## src/rtl/encode80_7_pkg.sv

```systemverilog
`default_nettype none
// ============================================================================
// Module      : encode80_7_pkg
// Description : Shared widths, constants and types for the 80->7 one-hot
//               encoder pipeline and its 8->3 group encoder.
// Revision    : 1.0 - initial release
// ============================================================================
package encode80_7_pkg;

    localparam int N_IN   = 80;             // input vector width
    localparam int IDX_W  = 7;              // output index width
    localparam int GROUP  = 8;              // bits per first-stage group
    localparam int N_GRP  = N_IN / GROUP;   // number of groups (10)
    localparam int ERR_W  = 16;             // error counter width
    localparam int LIDX_W = 3;              // index width inside a group
    localparam int GIDX_W = IDX_W - LIDX_W; // group number width

    localparam logic [IDX_W-1:0] IDX_NONE = 7'h7F;

    typedef logic [IDX_W-1:0] idx_t;

    // Stage-1 summary of one 8-bit group
    typedef struct packed {
        logic              any;
        logic [LIDX_W-1:0] lidx;
        logic              gmult;
    } grp_enc_t;

endpackage
`default_nettype wire

```

## src/rtl/encode80_7_encode8_3.sv

```systemverilog
`default_nettype none
// ============================================================================
// Module      : encode8_3
// Description : Combinational 8->3 lowest-set-bit encoder.
//   grp   in  [7:0]  group slice of the one-hot vector
//   any   out        at least one bit set
//   lidx  out [2:0]  position of the lowest set bit (0 when grp == 0)
//   multi out        more than one bit set
// Revision    : 1.0 - initial release
// ============================================================================
module encode8_3
    import encode80_7_pkg::*;
(
    input  logic [GROUP-1:0]  grp,
    output logic              any,
    output logic [LIDX_W-1:0] lidx,
    output logic              multi
);

    always_comb begin
        lidx = '0;
        // Scan from the top so the lowest set bit is the last one written
        for (int b = GROUP - 1; b >= 0; b--) begin
            if (grp[b]) begin
                lidx = LIDX_W'(b);
            end
        end
        any   = |grp;
        // Clearing the lowest set bit leaves something only if two or more were set
        multi = |(grp & (grp - GROUP'(1)));
    end

endmodule
`default_nettype wire

```

## src/rtl/encode80_7.sv

```systemverilog
`default_nettype none
// ============================================================================
// Module      : encode80_7
// Description : Two-stage pipelined 80-bit one-hot to 7-bit binary encoder
//               with valid/ready handshakes and a saturating error counter.
//   clk, rst_n           clock, asynchronous active-low reset
//   in_valid/in_ready    input handshake, in_vec[79:0] payload
//   out_valid/out_ready  output handshake
//   out_idx[6:0]         lowest set index, 7'h7F when input was zero
//   out_zero/out_multi   input had no bit / more than one bit set
//   clr_err              synchronous clear of err_cnt
//   err_cnt[15:0]        saturating count of transferred error results
// Revision    : 1.0 - initial release
// ============================================================================
module encode80_7
    import encode80_7_pkg::*;
(
    input  logic             clk,
    input  logic             rst_n,
    input  logic             in_valid,
    output logic             in_ready,
    input  logic [N_IN-1:0]  in_vec,
    output logic             out_valid,
    input  logic             out_ready,
    output logic [IDX_W-1:0] out_idx,
    output logic             out_zero,
    output logic             out_multi,
    input  logic             clr_err,
    output logic [ERR_W-1:0] err_cnt
);

    // ---------------- stage 1: per-group encoders ----------------
    logic [N_GRP-1:0]  grp_any_w;
    logic [N_GRP-1:0]  grp_mult_w;
    logic [LIDX_W-1:0] grp_lidx_w [N_GRP];

    generate
        for (genvar g = 0; g < N_GRP; g++) begin : g_grp
            encode8_3 u_enc (
                .grp   (in_vec[g*GROUP +: GROUP]),
                .any   (grp_any_w[g]),
                .lidx  (grp_lidx_w[g]),
                .multi (grp_mult_w[g])
            );
        end
    endgenerate

    logic     s1_valid_q, s1_valid_d;
    grp_enc_t s1_grp_q [N_GRP];
    grp_enc_t s1_grp_d [N_GRP];

    logic             s2_valid_q, s2_valid_d;
    idx_t             out_idx_q, out_idx_d;
    logic             out_zero_q, out_zero_d;
    logic             out_multi_q, out_multi_d;
    logic [ERR_W-1:0] err_cnt_q, err_cnt_d;

    logic s2_adv, s1_adv;

    // ---------------- flow control ----------------
    always_comb begin
        s2_adv   = ~s2_valid_q | out_ready;
        s1_adv   = ~s1_valid_q | s2_adv;
        in_ready = s1_adv;
    end

    // Stage-1 load: payload only changes on an actual input transfer
    always_comb begin
        s1_valid_d = s1_adv ? in_valid : s1_valid_q;
        for (int g = 0; g < N_GRP; g++) begin
            s1_grp_d[g] = s1_grp_q[g];
            if (s1_adv && in_valid) begin
                s1_grp_d[g].any   = grp_any_w[g];
                s1_grp_d[g].lidx  = grp_lidx_w[g];
                s1_grp_d[g].gmult = grp_mult_w[g];
            end
        end
    end

    // ---------------- stage 2: combine groups ----------------
    logic              found_c;
    logic              second_c;
    logic              gmult_c;
    logic [GIDX_W-1:0] g0_c;
    logic [LIDX_W-1:0] lidx_c;

    always_comb begin
        found_c  = 1'b0;
        second_c = 1'b0;
        gmult_c  = 1'b0;
        g0_c     = '0;
        lidx_c   = '0;
        for (int g = 0; g < N_GRP; g++) begin
            if (s1_grp_q[g].gmult) begin
                gmult_c = 1'b1;
            end
            if (s1_grp_q[g].any) begin
                if (found_c) begin
                    second_c = 1'b1;   // a second non-empty group: multi-hot
                end else begin
                    found_c = 1'b1;
                    g0_c    = GIDX_W'(g);
                    lidx_c  = s1_grp_q[g].lidx;
                end
            end
        end
    end

    always_comb begin
        s2_valid_d  = s2_adv ? s1_valid_q : s2_valid_q;
        out_idx_d   = out_idx_q;
        out_zero_d  = out_zero_q;
        out_multi_d = out_multi_q;
        if (s2_adv && s1_valid_q) begin
            // g0*8 + lidx is a plain concatenation since GROUP is a power of two
            out_idx_d   = found_c ? {g0_c, lidx_c} : IDX_NONE;
            out_zero_d  = ~found_c;
            out_multi_d = gmult_c | second_c;
        end
    end

    // ---------------- error counter ----------------
    logic err_xfer_c;

    always_comb begin
        err_xfer_c = s2_valid_q & out_ready & (out_zero_q | out_multi_q);
        err_cnt_d  = err_cnt_q;
        if (clr_err) begin
            err_cnt_d = '0;               // clear wins over a same-cycle error
        end else if (err_xfer_c && (err_cnt_q != '1)) begin
            err_cnt_d = err_cnt_q + ERR_W'(1);
        end
    end

    // ---------------- registers ----------------
    always_ff @(posedge clk or negedge rst_n) begin
        if (!rst_n) begin
            s1_valid_q  <= 1'b0;
            s2_valid_q  <= 1'b0;
            out_idx_q   <= '0;
            out_zero_q  <= 1'b0;
            out_multi_q <= 1'b0;
            err_cnt_q   <= '0;
            for (int g = 0; g < N_GRP; g++) begin
                s1_grp_q[g] <= '0;
            end
        end else begin
            s1_valid_q  <= s1_valid_d;
            s2_valid_q  <= s2_valid_d;
            out_idx_q   <= out_idx_d;
            out_zero_q  <= out_zero_d;
            out_multi_q <= out_multi_d;
            err_cnt_q   <= err_cnt_d;
            for (int g = 0; g < N_GRP; g++) begin
                s1_grp_q[g] <= s1_grp_d[g];
            end
        end
    end

    assign out_valid = s2_valid_q;
    assign out_idx   = out_idx_q;
    assign out_zero  = out_zero_q;
    assign out_multi = out_multi_q;
    assign err_cnt   = err_cnt_q;

endmodule
`default_nettype wire

```

## config.mk

```make
export PLATFORM = sky130hd
export DESIGN_NAME = encode80_7
export DESIGN_NICKNAME = d
export VERILOG_FILES = /design/src/rtl/encode80_7_pkg.sv /design/src/rtl/encode80_7_encode8_3.sv /design/src/rtl/encode80_7.sv
export SDC_FILE = /design/constraint.sdc
export NUM_CORES = 1
export LEC_CHECK = 0
export CAP_MARGIN = 20
export CORE_MARGIN = 5
export CORE_UTILIZATION = 46
export CTS_CLUSTER_DIAMETER = 50
export CTS_CLUSTER_SIZE = 25
export DETAILED_ROUTE_END_ITERATION = 8
export GPL_TIMING_DRIVEN = 0
export PLACE_DENSITY = 0.81
export SYNTH_ARGS = -nofsm -noshare
export SYNTH_HDL_FRONTEND = slang
export SYNTH_SLANG_ARGS = --single-unit
```

## constraint.sdc

```tcl
create_clock -name clk -period 1.81 [get_ports clk]
set_input_delay 0.362 -clock clk [delete_from_list [all_inputs] [get_ports clk]]
set_output_delay 0.362 -clock clk [all_outputs]
set_load 0.01 [all_outputs]
```

Word-level counts from Yosys, hierarchy flattened
Index checks and enable logic that the tools add are counted.
{ "word_totals": {"elab_cells": 249, "in_bits": 85, "register_bits": 77} }
{ "classes": {"eq_ne": 1, "addsub": 11, "n_bitwise": 19, "n_mux": 158, "n_reduce_logical": 24} }
{ "ops": {"columns": ["cell", "n"], "rows": [
  ["two-way mux 3 bit", 99],
  ["OR reduction 8 bit", 20],
  ["AND 8 bit", 10],
  ["subtractor 8 x 1 -> 8 bit (second input constant)", 10],
  ["two-way mux 4 bit", 16],
  ["two-way mux 1 bit", 40],
  ["two-way mux 16 bit", 2],
  ["adder 16 x 1 -> 16 bit (second input constant)", 1],
  ["inequality test 16 bit (second input constant)", 1],
  ["two-way mux 7 bit", 1],
  ["OR 1 bit", 4],
  ["logical AND 1 bit", 3],
  ["inverter 1 bit", 3],
  ["AND 1 bit", 2],
  ["nonzero test 2 bit", 1]
]} }

Depth between registers and ports, before layout
{ "logic_depth": {"ltp_word": 20, "depth_mapped": 6, "depth_no_buf": 6} }

Cells and area by module
A second synthesis with hierarchy kept.
{ "hier_totals": {"cells_unflattened": 530, "area_unflattened_um2": 5037.3} }
{ "by_module_without_submodules": {"columns": ["module", "cells_per_inst", "n_inst", "area_per_inst_um2"], "rows": [
  ["encode80_7", 310, 1, 3560.9],
  ["encode8_3", 22, 10, 147.6]
]} }

Worst setup path before layout
No wires, ideal clock.
{ "synth_path": {"kind": "register -> register", "start": "register s1_grp_q[44] in the netlist's numbering", "end": "register out_multi_q (netlist: out_multi)", "path_stages_with_launch": 7, "path_slack_ns": 0.058, "arrival_time_ns": 1.625, "path_buffers": 1, "cell_sequence": "dfrtp_1 buf_6 or4_4 o21ai_1 nand4_1 a211oi_1 o22ai_1"} }
{ "synth_between": {"elab_chain_len": 18} }
{ "synth_rtl": {"columns": ["element", "line", "text"], "rows": [
  ["from (decl)", "encode80_7.sv:49", "grp_enc_t s1_grp_q [N_GRP];"],
  ["from (signal, indexed assignment)", "encode80_7.sv:155", "s1_grp_q[g] <= s1_grp_d[g];"],
  ["two-way mux 1 bit", "encode80_7.sv:97", "if (s1_grp_q[g].any) begin"],
  ["two-way mux 1 bit", "encode80_7.sv:98", "if (found_c) begin"],
  ["two-way mux 1 bit", "encode80_7.sv:97", null],
  ["two-way mux 1 bit", "encode80_7.sv:98", null],
  ["two-way mux 1 bit", "encode80_7.sv:97", null],
  ["two-way mux 1 bit", "encode80_7.sv:98", null],
  ["two-way mux 1 bit", "encode80_7.sv:97", null],
  ["two-way mux 1 bit", "encode80_7.sv:98", null],
  ["[2 not listed]", null, null],
  ["two-way mux 1 bit", "encode80_7.sv:97", null],
  ["two-way mux 1 bit", "encode80_7.sv:98", null],
  ["two-way mux 1 bit", "encode80_7.sv:97", null],
  ["two-way mux 1 bit", "encode80_7.sv:98", null],
  ["two-way mux 1 bit", "encode80_7.sv:97", null],
  ["two-way mux 1 bit", "encode80_7.sv:98", null],
  ["two-way mux 1 bit (*)", "encode80_7.sv:97", null],
  ["OR 1 bit (*)", "encode80_7.sv:118", "out_multi_d = gmult_c | second_c;"],
  ["to (signal assigned)", "encode80_7.sv:152", "out_multi_q <= out_multi_d;"],
  ["to (decl)", "encode80_7.sv:55", "logic out_multi_q, out_multi_d;"]
]} }
Mark *: on every way between the ends. The rest lies on a longest branch, timed or not.
A chain may end at the register's enable or synchronous reset.

Worst setup path in the final report
Same ends and word-level chain as after synthesis.

==> results.toml <==
[hold_path]
min-delay-path-class = "primary input to flip-flop"

[timing]
worst_slew_margin_rel_pct = 61.4
fin_worst_hold_slack_ns = 0.341
min_period_ns = 1.78
layout_worst_path_cycle_share_pct = 98.4
rsz0062_at_grt = "true"
final-setup-viol-count = 0
final-hold-violation-count = 0
achievable-frequency_ghz = 0.562
timing.final.max_slew_violations = 0
finClkSkew_ns = 0.0106
worst_slew_pin_slew_ns = 0.575

[global_routing]
congestion_overflow_gr = 0
grt_usage_pct = 21.9
pin_count_of_the_biggest_net_entering_global_routing = 54
grt_first_pass_wirelength_mm = 22.8
grt_antenna_before_repair = 0
vias_in_the_first_global_route = 4775

[logic_synthesis]
register_bit_count_reported_by_yosys = 77
post_synth_inst_count = 574
yosys.cell_types.count = 58
postSynthNetCount = 660
ys_dominant_reg_cell = "sky130_fd_sc_hd__dfrtp_1"
synth_seq_area_share_pct = 39.9
synthesis.area_mm2 = 0.00483
yosysWarningCount = 0
ys_async_sr_fraction_pct = 100
synth.avg_cell_area_um2 = 8.42
synth_enable_flop_cells = 0

[power]
clock_power_share_pct = 32.9
seq_power_share_pct = 45.7
ir_drop_mv = 0.381
internal_power_component_mw = 3.01
cellLeakagePower_nw = 2.62
fin_total_pwr_mw = 4.21
power.share.switching_pct = 28.4
switching_power_mw = 1.20
power_density_mw_per_mm2 = 636
combPwrFrac_pct = 21.4

[cells_and_area]
finalInstanceArea_mm2 = 0.00662
insertedDiodeCount = 0
finish.utilization_pct = 64.4
fillCellCount = 879
synthToLayoutAreaGrowth_pct = 37.0
ratio_of_cells_with_drive_above_1_in_the_final_layout_pct = 12.7
nNetsFinal = 791

[critical_path]
required_ns = 2.05
capturing_element_type_of_the_critical_path = "flip-flop"
worstSetupStartpointType = "flip-flop"
critical_path_arrival_ns = 2.02
critical_path.max_fanout = 6
setup.worst_path.class = "flip-flop to flip-flop"

[clock_network]
worst_setup_hold_path_clk_slew_ns = 0.08
clkSinkCount = 77
clk_lat_worst_skew_ns = 0.36
ctsLongestPathBuffers = 2
cts-buffers-inserted = 9
htree_num_levels = 3
cts-root-buf = "sky130_fd_sc_hd__clkbuf_8"
clock_tree_from_tritoncts = "done"

[drt]
detailroute.via_count = 5059
dr.first_iter.drc_count = 366
drt_first_pass_iters = 5
via_per_inst = 5.98
post-route-drc-count = 0
detail-route-antenna-nets = 0
wl_per_cell_um = 17.0
routed_wl_mm = 14.4

[floorplan]
chip_width_um = 113
rows = 37
top_level_ports = 112
floorplan.die.height_um = 113
floorplan.initialDensity_pct = 47.0
fp.dieArea_mm2 = 0.0127
core_area_mm2 = 0.0103

[place]
placed_area_mm2 = 0.00613
buffer_ports.inserted = 110
place.gp.congestion = 0.895
hpwl_mm = 10.6

[flow_run]
max-cap-violations = 0

[outcome]
outcome = "finished, final reports clean"
==> flip-flops by register name, summed over array words and instances, names as in the netlist <==
register    cells
s1_valid_q      1
out_multi       1
out_idx         7
s1_grp_q       50
out_valid       1
err_cnt        16
out_zero        1
==> cell usage in the layout, fill, tap and decap left out, drive strengths merged, types with 5 or more instances in the layout <==
master / count
a211oi: 13
a21oi: 58
buf: 23
clkbuf: 23
clkdlybuf4s50: 99
dfrtp: 77
dlygate4sd2: 6
inv: 25
maj3: 14
mux2i: 6
nand2: 59
nand2b: 7
nand3: 5
nand4: 8
nor2: 71
nor3: 39
nor4: 19
o21ai: 19
o21bai: 11
o22a: 5
o22ai: 7
o311ai: 7
o31ai: 23
o41ai: 11
or4: 12
xnor2: 8
==> stage by stage <==
stage,setup TNS [ns],worst slack (ns),instances
after global routing,-0.300,-0.0678,846
after CTS,0,0.00121,839
after floorplan,0,0.0583,574
final,0,0.0293,846
after detailed placement,-38.36,-1.00,821
after global placement,-209.44,-2.25,820
==> Yosys cell counts, drive strengths merged, types with 3 or more instances <==
| cell type | instances | share of area (%) |
|---|---|---|
| mux2 | 3 | 0.70 |
| dfrtp | 77 | 40 |
| or4 | 12 | 1.9 |
| nand2b | 7 | 0.91 |
| nand3 | 5 | 0.52 |
| a22oi | 3 | 0.47 |
| o22a | 5 | 0.91 |
| o31ai | 23 | 3.6 |
| and3 | 4 | 0.52 |
| xnor2 | 8 | 1.4 |
| clkbuf | 13 | 1.0 |
| o21bai | 11 | 1.7 |
| o22ai | 7 | 0.91 |
| nand4 | 8 | 1.2 |
| xor2 | 4 | 0.72 |
| mux2i | 6 | 1.2 |
| a211oi | 13 | 2.0 |
| buf | 10 | 1.0 |
| nor2 | 71 | 5.5 |
| nor3b | 3 | 0.47 |
| o41ai | 11 | 2.1 |
| or2 | 3 | 0.39 |
| nor4 | 19 | 3.1 |
| a21o | 4 | 0.62 |
| nand2 | 59 | 4.6 |
| a2111oi | 4 | 1.2 |
| maj3 | 14 | 2.9 |
| o21ai | 19 | 2.0 |
| o311ai | 7 | 1.3 |
| nor3 | 39 | 4.0 |
| a21oi | 58 | 6.1 |
| inv | 25 | 1.9 |
| nor2b | 3 | 0.39 |
==> final timing paths <==
kind                                               start                        to  slack (ns)  cells after the start
worst max-delay path            s1_grp_q[44]$_DFFE_PN0P_     out_multi$_DFFE_PN0P_        0.03                      6
worst min-delay path                          in_vec[64]   s1_grp_q[6]$_DFFE_PN0P_        0.34                      2
worst max register to register  s1_grp_q[44]$_DFFE_PN0P_     out_multi$_DFFE_PN0P_        0.03                      6
worst min register to register  s1_grp_q[33]$_DFFE_PN0P_  s1_grp_q[33]$_DFFE_PN0P_        0.48                      2
max in group asynchronous                          rst_n    err_cnt[1]$_DFFE_PN0P_        0.76                      3
min in group asynchronous                          rst_n  s1_grp_q[16]$_DFFE_PN0P_        0.46                      2
==> cell type report <==
| class | count | area, um2 | area share [%] |
|---|---|---|---|
| Timing Repair Buffer | 122 | 1210 | 18.3 |
| Clock inverter | 3 | 42.5 | 0.642 |
| Buffer | 21 | 124 | 1.87 |
| Clock buffer | 13 | 169 | 2.55 |
| Multi-Input combinational cell | 449 | 2880 | 43.4 |
| Inverter | 25 | 93.8 | 1.42 |
| Sequential cell | 77 | 1930 | 29.2 |
| Tap cell | 136 | 170 | 2.57 |
==> logic make-up (layout without fill, tap and decap cells) <==
logic type / Yosys count / in the layout / synth area share, %
AND/OR/NAND/NOR: 239 / 239 / 24.4
adder cells (fa/ha/maj): 15 / 15 / 3.18
XOR/XNOR: 12 / 12 / 2.17
flip-flops: 77 / 77 / 39.9
multiplexers: 9 / 9 / 1.94
buffers and inverters: 48 / 184 / 3.96
AO/OA/AOI/OAI: 174 / 174 / 24.5
==> power by group through the flow <==
| stage | Combinational [mW] | Clock, mW | Sequential (mW) |
|---|---|---|---|
| after CTS | 0.866 | 1.39 | 1.92 |
| after global placement | 0.817 | 0 | 1.95 |
| after floorplan | 0.362 | 0 | 1.94 |
| after detailed placement | 0.850 | 0 | 1.95 |
| final | 0.901 | 1.38 | 1.93 |
| after global routing | 0.983 | 1.46 | 1.94 |
==> worst max-delay path, cell delays in order (launching register included) <==
cell                       delay (ns)
sky130_fd_sc_hd__dfrtp_1         0.43
sky130_fd_sc_hd__buf_6           0.15
sky130_fd_sc_hd__or4_4           0.58
sky130_fd_sc_hd__o21ai_2         0.15
sky130_fd_sc_hd__nand4_1         0.11
sky130_fd_sc_hd__a211oi_2        0.16
sky130_fd_sc_hd__o22ai_1         0.09
==> routing by layer <==
metal	GRT usage (%)	up-vias	wire, um
met5	0	-	0
met4	7.53	0	341
met3	4.80	28	1000
met2	37.1	225	7210
met1	27.6	2399	5860
li1	-	2407	-
==> repair_timing <==
action | in CTS | in global routing
hold endpoints to repair | 24 | 0
buffers inserted | 2 | 8
hold buffers | 1 | 0
setup endpoints to repair | 55 | 66
pin swaps | 4 | 5
gates resized for setup | 28 | 47
Power figures use the tool's default switching activity.
